--- config.mk ---
export PLATFORM = sky130hd
export DESIGN_NAME = rv32im_mem_arbiter_flat
export DESIGN_NICKNAME = d
export VERILOG_FILES = /design/src/rtl/rv32im_mem_arbiter_pkg.sv /design/src/rtl/rv32im_mem_arbiter_if.sv /design/src/rtl/rv32im_memarb_wdog.sv /design/src/rtl/rv32im_mem_arbiter.sv /design/src/flat_wrapper.sv
export SDC_FILE = /design/constraint.sdc
export NUM_CORES = 1
export LEC_CHECK = 0
export CORE_MARGIN = 10
export CORE_UTILIZATION = 45
export CTS_BUF_LIST = sky130_fd_sc_hd__clkbuf_4
export CTS_CLUSTER_DIAMETER = 40
export DETAILED_ROUTE_END_ITERATION = 8
export PLACE_DENSITY = 0.88
export SLEW_MARGIN = 10
export SYNTH_ARGS = -nofsm -noshare
export SYNTH_HDL_FRONTEND = slang
export SYNTH_SLANG_ARGS = --single-unit
--- constraint.sdc ---
create_clock -name clk_i -period 2.7 [get_ports clk_i]
set_input_delay 0.675 -clock clk_i [delete_from_list [all_inputs] [get_ports clk_i]]
set_output_delay 0.675 -clock clk_i [all_outputs]
set_load 0.05 [all_outputs]
--- src/rtl/rv32im_mem_arbiter_pkg.sv ---
// Shared definitions for the RV32IM memory arbiter: bus widths, FSM encoding,
// watchdog default and the latched memory-request payload.
package rv32im_mem_arbiter_pkg;

  localparam int unsigned API_ADDR_WIDTH  = 32;
  localparam int unsigned API_DATA_WIDTH  = 32;
  localparam int unsigned API_MASK_WIDTH  = 4;
  localparam int unsigned MEMARB_MAX_WAIT = 15;
  localparam int unsigned MEMARB_WAIT_W   = 8;

  typedef enum logic [1:0] {
    ST_IDLE   = 2'd0,
    ST_ACCESS = 2'd1,
    ST_RESP   = 2'd2
  } arb_state_e;

  typedef struct packed {
    logic [API_ADDR_WIDTH-1:0] addr;
    logic [API_MASK_WIDTH-1:0] wr_mask;
    logic [API_DATA_WIDTH-1:0] wdata;
  } mem_req_t;

  // Memory is word addressed: byte offset bits are dropped
  function automatic logic [API_ADDR_WIDTH-1:0] word_align(input logic [API_ADDR_WIDTH-1:0] addr);
    return addr & ~API_ADDR_WIDTH'(3);
  endfunction

endpackage

--- src/rtl/rv32im_mem_arbiter_if.sv ---
// Request/response bundle between the fetch unit, load-store unit, shared memory
// and the arbiter. slave = arbiter view, master = requester/memory view.
interface rv32im_mem_arbiter_if;
  import rv32im_mem_arbiter_pkg::*;

  logic                      if_req_i;
  logic [API_ADDR_WIDTH-1:0] if_addr_i;
  logic [API_DATA_WIDTH-1:0] if_rdata_o;
  logic                      if_done_o;
  logic                      if_err_o;

  logic                      ls_req_i;
  logic [API_ADDR_WIDTH-1:0] ls_addr_i;
  logic [API_MASK_WIDTH-1:0] ls_wr_mask_i;
  logic [API_DATA_WIDTH-1:0] ls_wdata_i;
  logic [API_DATA_WIDTH-1:0] ls_rdata_o;
  logic                      ls_done_o;
  logic                      ls_err_o;

  logic [API_ADDR_WIDTH-1:0] mem_addr_o;
  logic [API_MASK_WIDTH-1:0] mem_wr_mask_o;
  logic [API_DATA_WIDTH-1:0] mem_wdata_o;
  logic                      mem_enable_o;
  logic [API_DATA_WIDTH-1:0] mem_rdata_i;
  logic                      mem_ready_i;

  modport slave (
    input  if_req_i, if_addr_i, ls_req_i, ls_addr_i, ls_wr_mask_i, ls_wdata_i,
           mem_rdata_i, mem_ready_i,
    output if_rdata_o, if_done_o, if_err_o, ls_rdata_o, ls_done_o, ls_err_o,
           mem_addr_o, mem_wr_mask_o, mem_wdata_o, mem_enable_o
  );

  modport master (
    output if_req_i, if_addr_i, ls_req_i, ls_addr_i, ls_wr_mask_i, ls_wdata_i,
           mem_rdata_i, mem_ready_i,
    input  if_rdata_o, if_done_o, if_err_o, ls_rdata_o, ls_done_o, ls_err_o,
           mem_addr_o, mem_wr_mask_o, mem_wdata_o, mem_enable_o
  );

endinterface

--- src/rtl/rv32im_memarb_wdog.sv ---
// Access watchdog: counts mem_ready-low cycles and flags the MAX_WAIT-th one.
module rv32im_memarb_wdog
  import rv32im_mem_arbiter_pkg::*;
#(
  parameter int unsigned MAX_WAIT = MEMARB_MAX_WAIT
) (
  input  logic clk_i,
  input  logic rst_i,
  input  logic clear_i,
  input  logic inc_i,
  output logic expired_c
);

  logic [MEMARB_WAIT_W-1:0] count_q;

  always_ff @(posedge clk_i) begin
    if (rst_i || clear_i) begin
      count_q <= '0;
    end else if (inc_i) begin
      count_q <= count_q + MEMARB_WAIT_W'(1);
    end
  end

  // Fires in the cycle whose increment would make the count reach MAX_WAIT
  assign expired_c = inc_i && (count_q == MEMARB_WAIT_W'(MAX_WAIT - 1));

endmodule

--- src/rtl/rv32im_mem_arbiter.sv ---
// Two-requester (fetch / load-store) arbiter onto one shared memory port.
// Define MEMARB_RR_EN for round-robin on simultaneous requests; default is fixed LS priority.
module rv32im_mem_arbiter
  import rv32im_mem_arbiter_pkg::*;
#(
  parameter int unsigned MAX_WAIT = MEMARB_MAX_WAIT
) (
  input logic                 clk_i,
  input logic                 rst_i,
  rv32im_mem_arbiter_if.slave bus
);

  arb_state_e                state_q, state_d;
  mem_req_t                  mem_q, mem_d;
  logic                      mem_en_q, mem_en_d;
  logic                      grant_ls_q, grant_ls_d;
  logic [API_DATA_WIDTH-1:0] if_rdata_q, if_rdata_d, ls_rdata_q, ls_rdata_d;
  logic                      if_done_q, if_done_d, if_err_q, if_err_d;
  logic                      ls_done_q, ls_done_d, ls_err_q, ls_err_d;
  logic                      any_req_c, pick_ls_c, prio_ls_c;
  logic                      wd_clear_c, wd_inc_c, wd_expired_c;
  mem_req_t                  if_req_c, ls_req_c;

  assign any_req_c  = bus.if_req_i || bus.ls_req_i;
  assign pick_ls_c  = bus.ls_req_i && (!bus.if_req_i || prio_ls_c);
  assign wd_clear_c = (state_q == ST_IDLE) && any_req_c;
  assign wd_inc_c   = (state_q == ST_ACCESS) && !bus.mem_ready_i;

  assign if_req_c = '{addr: word_align(bus.if_addr_i), wr_mask: '0, wdata: '0};
  assign ls_req_c = '{addr: word_align(bus.ls_addr_i), wr_mask: bus.ls_wr_mask_i,
                      wdata: bus.ls_wdata_i};

`ifdef MEMARB_RR_EN
  logic last_ls_q;

  // Remember who was granted so a tie goes to the other requester
  always_ff @(posedge clk_i) begin
    if (rst_i) begin
      last_ls_q <= 1'b0;
    end else if (wd_clear_c) begin
      last_ls_q <= pick_ls_c;
    end
  end

  assign prio_ls_c = !last_ls_q;
`else
  assign prio_ls_c = 1'b1;
`endif

  rv32im_memarb_wdog #(.MAX_WAIT(MAX_WAIT)) u_wdog (
    .clk_i     (clk_i),
    .rst_i     (rst_i),
    .clear_i   (wd_clear_c),
    .inc_i     (wd_inc_c),
    .expired_c (wd_expired_c)
  );

  always_ff @(posedge clk_i) begin
    if (rst_i) begin
      state_q <= ST_IDLE;
    end else begin
      state_q <= state_d;
    end
  end

  // Next state plus next value of every registered output
  always_comb begin
    state_d    = state_q;
    mem_d      = '0;
    mem_en_d   = 1'b0;
    grant_ls_d = grant_ls_q;
    if_rdata_d = if_rdata_q;
    ls_rdata_d = ls_rdata_q;
    if_done_d  = 1'b0;
    if_err_d   = 1'b0;
    ls_done_d  = 1'b0;
    ls_err_d   = 1'b0;
    unique case (state_q)
      ST_IDLE: begin
        if (any_req_c) begin
          grant_ls_d = pick_ls_c;
          mem_d      = pick_ls_c ? ls_req_c : if_req_c;
          mem_en_d   = 1'b1;
          state_d    = ST_ACCESS;
        end
      end
      ST_ACCESS: begin
        if (bus.mem_ready_i || wd_expired_c) begin
          state_d = ST_RESP;
          if (grant_ls_q) begin
            ls_rdata_d = bus.mem_ready_i ? bus.mem_rdata_i : '0;
            ls_done_d  = 1'b1;
            ls_err_d   = !bus.mem_ready_i;
          end else begin
            if_rdata_d = bus.mem_ready_i ? bus.mem_rdata_i : '0;
            if_done_d  = 1'b1;
            if_err_d   = !bus.mem_ready_i;
          end
        end else begin
          mem_d    = mem_q;
          mem_en_d = 1'b1;
        end
      end
      ST_RESP: state_d = ST_IDLE;
      default: state_d = ST_IDLE;
    endcase
  end

  always_ff @(posedge clk_i) begin
    if (rst_i) begin
      mem_q      <= '0;
      mem_en_q   <= 1'b0;
      grant_ls_q <= 1'b0;
      if_rdata_q <= '0;
      ls_rdata_q <= '0;
      if_done_q  <= 1'b0;
      if_err_q   <= 1'b0;
      ls_done_q  <= 1'b0;
      ls_err_q   <= 1'b0;
    end else begin
      mem_q      <= mem_d;
      mem_en_q   <= mem_en_d;
      grant_ls_q <= grant_ls_d;
      if_rdata_q <= if_rdata_d;
      ls_rdata_q <= ls_rdata_d;
      if_done_q  <= if_done_d;
      if_err_q   <= if_err_d;
      ls_done_q  <= ls_done_d;
      ls_err_q   <= ls_err_d;
    end
  end

  assign bus.mem_addr_o    = mem_q.addr;
  assign bus.mem_wr_mask_o = mem_q.wr_mask;
  assign bus.mem_wdata_o   = mem_q.wdata;
  assign bus.mem_enable_o  = mem_en_q;
  assign bus.if_rdata_o    = if_rdata_q;
  assign bus.if_done_o     = if_done_q;
  assign bus.if_err_o      = if_err_q;
  assign bus.ls_rdata_o    = ls_rdata_q;
  assign bus.ls_done_o     = ls_done_q;
  assign bus.ls_err_o      = ls_err_q;

endmodule

--- src/flat_wrapper.sv ---
// flat-port wrapper written by rule: the top's interface ports become plain ports
module rv32im_mem_arbiter_flat import rv32im_mem_arbiter_pkg::*;
#(
  parameter int unsigned MAX_WAIT = MEMARB_MAX_WAIT
)
  (clk_i, rst_i, bus_if_req_i, bus_if_addr_i, bus_ls_req_i, bus_ls_addr_i, bus_ls_wr_mask_i, bus_ls_wdata_i, bus_mem_rdata_i, bus_mem_ready_i, bus_if_rdata_o, bus_if_done_o, bus_if_err_o, bus_ls_rdata_o, bus_ls_done_o, bus_ls_err_o, bus_mem_addr_o, bus_mem_wr_mask_o, bus_mem_wdata_o, bus_mem_enable_o);
  rv32im_mem_arbiter_if bus_i ();
  input logic clk_i;
  input logic rst_i;
  input wire logic [$bits(bus_i.if_req_i)-1:0] bus_if_req_i;
  input wire logic [$bits(bus_i.if_addr_i)-1:0] bus_if_addr_i;
  input wire logic [$bits(bus_i.ls_req_i)-1:0] bus_ls_req_i;
  input wire logic [$bits(bus_i.ls_addr_i)-1:0] bus_ls_addr_i;
  input wire logic [$bits(bus_i.ls_wr_mask_i)-1:0] bus_ls_wr_mask_i;
  input wire logic [$bits(bus_i.ls_wdata_i)-1:0] bus_ls_wdata_i;
  input wire logic [$bits(bus_i.mem_rdata_i)-1:0] bus_mem_rdata_i;
  input wire logic [$bits(bus_i.mem_ready_i)-1:0] bus_mem_ready_i;
  output wire logic [$bits(bus_i.if_rdata_o)-1:0] bus_if_rdata_o;
  output wire logic [$bits(bus_i.if_done_o)-1:0] bus_if_done_o;
  output wire logic [$bits(bus_i.if_err_o)-1:0] bus_if_err_o;
  output wire logic [$bits(bus_i.ls_rdata_o)-1:0] bus_ls_rdata_o;
  output wire logic [$bits(bus_i.ls_done_o)-1:0] bus_ls_done_o;
  output wire logic [$bits(bus_i.ls_err_o)-1:0] bus_ls_err_o;
  output wire logic [$bits(bus_i.mem_addr_o)-1:0] bus_mem_addr_o;
  output wire logic [$bits(bus_i.mem_wr_mask_o)-1:0] bus_mem_wr_mask_o;
  output wire logic [$bits(bus_i.mem_wdata_o)-1:0] bus_mem_wdata_o;
  output wire logic [$bits(bus_i.mem_enable_o)-1:0] bus_mem_enable_o;
  assign bus_i.if_req_i = bus_if_req_i;
  assign bus_i.if_addr_i = bus_if_addr_i;
  assign bus_i.ls_req_i = bus_ls_req_i;
  assign bus_i.ls_addr_i = bus_ls_addr_i;
  assign bus_i.ls_wr_mask_i = bus_ls_wr_mask_i;
  assign bus_i.ls_wdata_i = bus_ls_wdata_i;
  assign bus_i.mem_rdata_i = bus_mem_rdata_i;
  assign bus_i.mem_ready_i = bus_mem_ready_i;
  assign bus_if_rdata_o = bus_i.if_rdata_o;
  assign bus_if_done_o = bus_i.if_done_o;
  assign bus_if_err_o = bus_i.if_err_o;
  assign bus_ls_rdata_o = bus_i.ls_rdata_o;
  assign bus_ls_done_o = bus_i.ls_done_o;
  assign bus_ls_err_o = bus_i.ls_err_o;
  assign bus_mem_addr_o = bus_i.mem_addr_o;
  assign bus_mem_wr_mask_o = bus_i.mem_wr_mask_o;
  assign bus_mem_wdata_o = bus_i.mem_wdata_o;
  assign bus_mem_enable_o = bus_i.mem_enable_o;
  rv32im_mem_arbiter #(.MAX_WAIT(MAX_WAIT)) u_core (.clk_i(clk_i), .rst_i(rst_i), .bus(bus_i));
endmodule
==> results of run 1 <==
-- placed cells by master, fill, tap and decap left out, types with 2 or more instances in the layout --
master,count
sky130_fd_sc_hd__a21oi_1,8
sky130_fd_sc_hd__a22o_1,36
sky130_fd_sc_hd__a311oi_1,64
sky130_fd_sc_hd__a31oi_1,64
sky130_fd_sc_hd__buf_12,2
sky130_fd_sc_hd__buf_2,3
sky130_fd_sc_hd__buf_4,8
sky130_fd_sc_hd__bufinv_16,3
sky130_fd_sc_hd__clkbuf_4,18
sky130_fd_sc_hd__clkdlybuf4s50_1,264
sky130_fd_sc_hd__clkinv_1,2
sky130_fd_sc_hd__clkinv_2,4
sky130_fd_sc_hd__clkinv_4,2
sky130_fd_sc_hd__conb_1,2
sky130_fd_sc_hd__dfxtp_1,146
sky130_fd_sc_hd__ha_1,2
sky130_fd_sc_hd__inv_1,6
sky130_fd_sc_hd__mux2i_1,31
sky130_fd_sc_hd__nand2_1,37
sky130_fd_sc_hd__nor2_1,4
sky130_fd_sc_hd__nor3b_2,2
sky130_fd_sc_hd__nor4_1,2
sky130_fd_sc_hd__o211ai_1,2
sky130_fd_sc_hd__o21ai_0,5
sky130_fd_sc_hd__o2bb2ai_1,30
sky130_fd_sc_hd__o31ai_1,2
sky130_fd_sc_hd__or2_2,2
sky130_fd_sc_hd__or3_1,4
sky130_fd_sc_hd__or4_1,2
-- state kept, by name, summed over array words and instances (netlist names) --
register	count
u_core.bus.if_done_o	1
u_core.bus.if_err_o	1
u_core.bus.if_rdata_o	32
u_core.bus.ls_done_o	1
u_core.bus.ls_err_o	1
u_core.bus.ls_rdata_o	32
u_core.bus.mem_addr_o	30
u_core.bus.mem_enable_o	1
u_core.bus.mem_wdata_o	32
u_core.bus.mem_wr_mask_o	4
u_core.grant_ls_q	1
u_core.state_q	2
u_core.u_wdog.count_q	8
-- final cells by class --
| type | instances | area, um2 |
|---|---|---|
| antenna | 1 | 2.50 |
| clock buffer | 18 | 135 |
| clock inverter | 12 | 143 |
| fill | 852 | 3480 |
| inverter | 6 | 22.5 |
| multi-input combinational | 316 | 2370 |
| sequential | 146 | 2920 |
| tap | 147 | 184 |
| timing repair buffer | 277 | 2760 |
-- worst max path at each step --
stage                     cells past startpoint                    endpoint  slack [ns]
after global routing                          1               bus_if_done_o        0.17
after detailed placement                      4  u_core.bus.mem_wdata_o[28]        0.38
final                                         1               bus_ls_done_o        0.24
after floorplan                               5    u_core.u_wdog.count_q[5]        0.71
after CTS                                     1               bus_if_done_o        0.19
after global placement                        4   u_core.bus.mem_wdata_o[0]        0.52
-- kinds of logic (layout without fill, tap and decap cells) --
group | Yosys count | after routing | share of synthesized area [%]
compound gates | 215 | 215 | 30.0
flops | 146 | 146 | 52.8
buf+inv | 67 | 313 | 4.95
other cells | 1 | 3 | 0.0677
mux | 31 | 31 | 5.60
xor+xnor | 1 | 1 | 0.158
simple gates | 65 | 65 | 5.98
fa+ha+maj | 2 | 2 | 0.452
-- per-stage QoR --
stage | area [um2] | instances | worst slack [ns] | power [mW] | hold slack (ns)
finish | 8530 | 923 | 0.240 | 4.74 | 0.476
global route | 8530 | 923 | 0.173 | 4.92 | 0.489
CTS | 8530 | 922 | 0.190 | 4.78 | 0.448
detailed placement | 8250 | 892 | 0.377 | 3.41 | 0.446
global placement | 8250 | 892 | 0.520 | 3.38 | 0.443
floorplan | 5540 | 529 | 0.709 | 2.94 | 0.461
-- report_power, final --
part	switching [mW]	internal (mW)
Clock	0.745	0.632
Sequential	0.0597	2.25
Combinational	0.631	0.424
Total	1.44	3.30
-- metal layers --
metal  GRT usage [%]  vias up  wire (um)
li1                -     2568          -
met1            22.8     2589       7030
met2            36.7      303       9670
met3            11.7       48       2540
met4            9.61        2        518
met5               0        -          7
==> impl_metrics.ini, run 1 <==
[outcome]
status = finished clean

[logic_synthesis]
synth.largest_area_cell = sky130_fd_sc_hd__dfxtp_1
yosys_register_bits = 146
ys_async_sr_fraction_pct = 0
syn_area_mm2 = 0.00554
synthMostInstantiatedCell = sky130_fd_sc_hd__dfxtp_1
synthesis.area_per_instance_um2 = 10.5
register_area_share_after_synthesis_pct = 52.8
synth_top_area_share_pct = 52.8
synth_edf_count = 0
netlist-cell-type-count = 39
ys.flop_type = sky130_fd_sc_hd__dfxtp_1
number_of_synthesis_warnings = 0
yosys-top-cells-area = sky130_fd_sc_hd__dfxtp_1, sky130_fd_sc_hd__a311oi_1, sky130_fd_sc_hd__a31oi_1
synth.cells.most_frequent = sky130_fd_sc_hd__dfxtp_1, sky130_fd_sc_hd__a311oi_1, sky130_fd_sc_hd__a31oi_1
synthCells = 528

[setup_path]
critPathMaxStageDelay_ns = 0.90
critical_path.endpoint_type = primary output
slowest_stage = sky130_fd_sc_hd__clkdlybuf4s50_1
crit-reg2reg-capture = u_core.bus.ls_rdata_o[1]
worst_setup_sp = u_core.bus.ls_done_o
critPathBufInv = 1
crit_type = reg -> out
cp_data_arrival_time_ns = 1.79
data_required_time_of_the_worst_path_ns = 2.03
path_delay_family = buffers and inverters
reg2regPathDepth = 4
timing.critical_path.from_type = flop
regToRegSetupSlack_ns = 0.65
crit_path_cell_trace = clkdlybuf4s50_1
critical_path_peak_fanout = 1
r2r_start = u_core.grant_ls_q

[placement]
dp_hpwl_mm = 14.9
gp_routability_congestion = 0.786
port_buffers = 267

[clocking]
buffer_depth_of_the_longest_clock_path = 2
clock_latency_ns = 0.54
cts_post_setup_buffers_inserted = 0
path_clk_slew_ns = 0.12
cts.root.buffer_cell = sky130_fd_sc_hd__clkbuf_4
htree_num_levels = 4
cts-resized-gates = 0
cts_hold_buffers = 0
tritoncts = built
cts_sinks = 146
cts-buffers-inserted = 17

[sta]
finalCritPeriodShare_pct = 91.1
max-slew-margin-rel_pct = 51.8
setup_violations = 0
post-route-min-period_ns = 2.46
final-hold-violation-count = 0
max_freq_ghz = 0.406
worst_slew_pin_slew_ns = 0.724
drv_slew = 0
fin_tns_setup_ns = 0
finalClockSkew_ns = 0.0124
grt_setup_unrepaired = no

[finish]
post-route-util_pct = 71.0
nets = 903
areaGrowthSynthToFinish_pct = 54.0
final_layout_size_suffix_gt1_share_pct = 6.32

[global_routing]
global_route_wire_length_before_repair_mm = 29.8
groute.usage.overall_pct = 22.1
grt_antenna_before_repair = 2
grt_remaining_overflow = 0
first_global_vias = 5641
largest_net_degree_at_the_start_of_global_routing = 74

[floorplan]
chipWidth_um = 131
start_util_pct = 46.1
floorplan.die.height_um = 131
floorplan.io_pins = 274
die_footprint_mm2 = 0.0172
fp-row-count = 40
floorplan.core_area_mm2 = 0.0120

[worst_hold_path]
holdPathStages = 1
worstHoldEndpoint = u_core.bus.mem_addr_o[22]
hold_path.startpoint = u_core.bus.mem_addr_o[22]
hold_path.class = reg -> reg

[route]
routed_wire_per_std_cell_um = 21.4
drt_total_wl_mm = 19.8
detail_route.first_pass.iterations = 5
route.detailed.vias_per_inst = 5.97
drtIter0Drc = 495
detail-route-antenna-nets = 0
drc = 0
num_vias = 5510

[flow_run]
max-cap-violations = 0

[pwr]
powerDensity_mw_per_mm2 = 555
leakagePower_nw = 2.99
vdd.ir_drop.worst_mv = 0.357
Note: power is estimated with default switching activity, not from simulation.
==> inputs of run 2 (changes only) <==
--- a/config.mk
+++ b/config.mk
@@ -15,3 +15,4 @@
 export SYNTH_ARGS = -nofsm -noshare
 export SYNTH_HDL_FRONTEND = slang
 export SYNTH_SLANG_ARGS = --single-unit
+export TNS_END_PERCENT = 20
==> results of run 2 <==
Same layout as run 1: the final DEF is identical, and so are final timing and power.
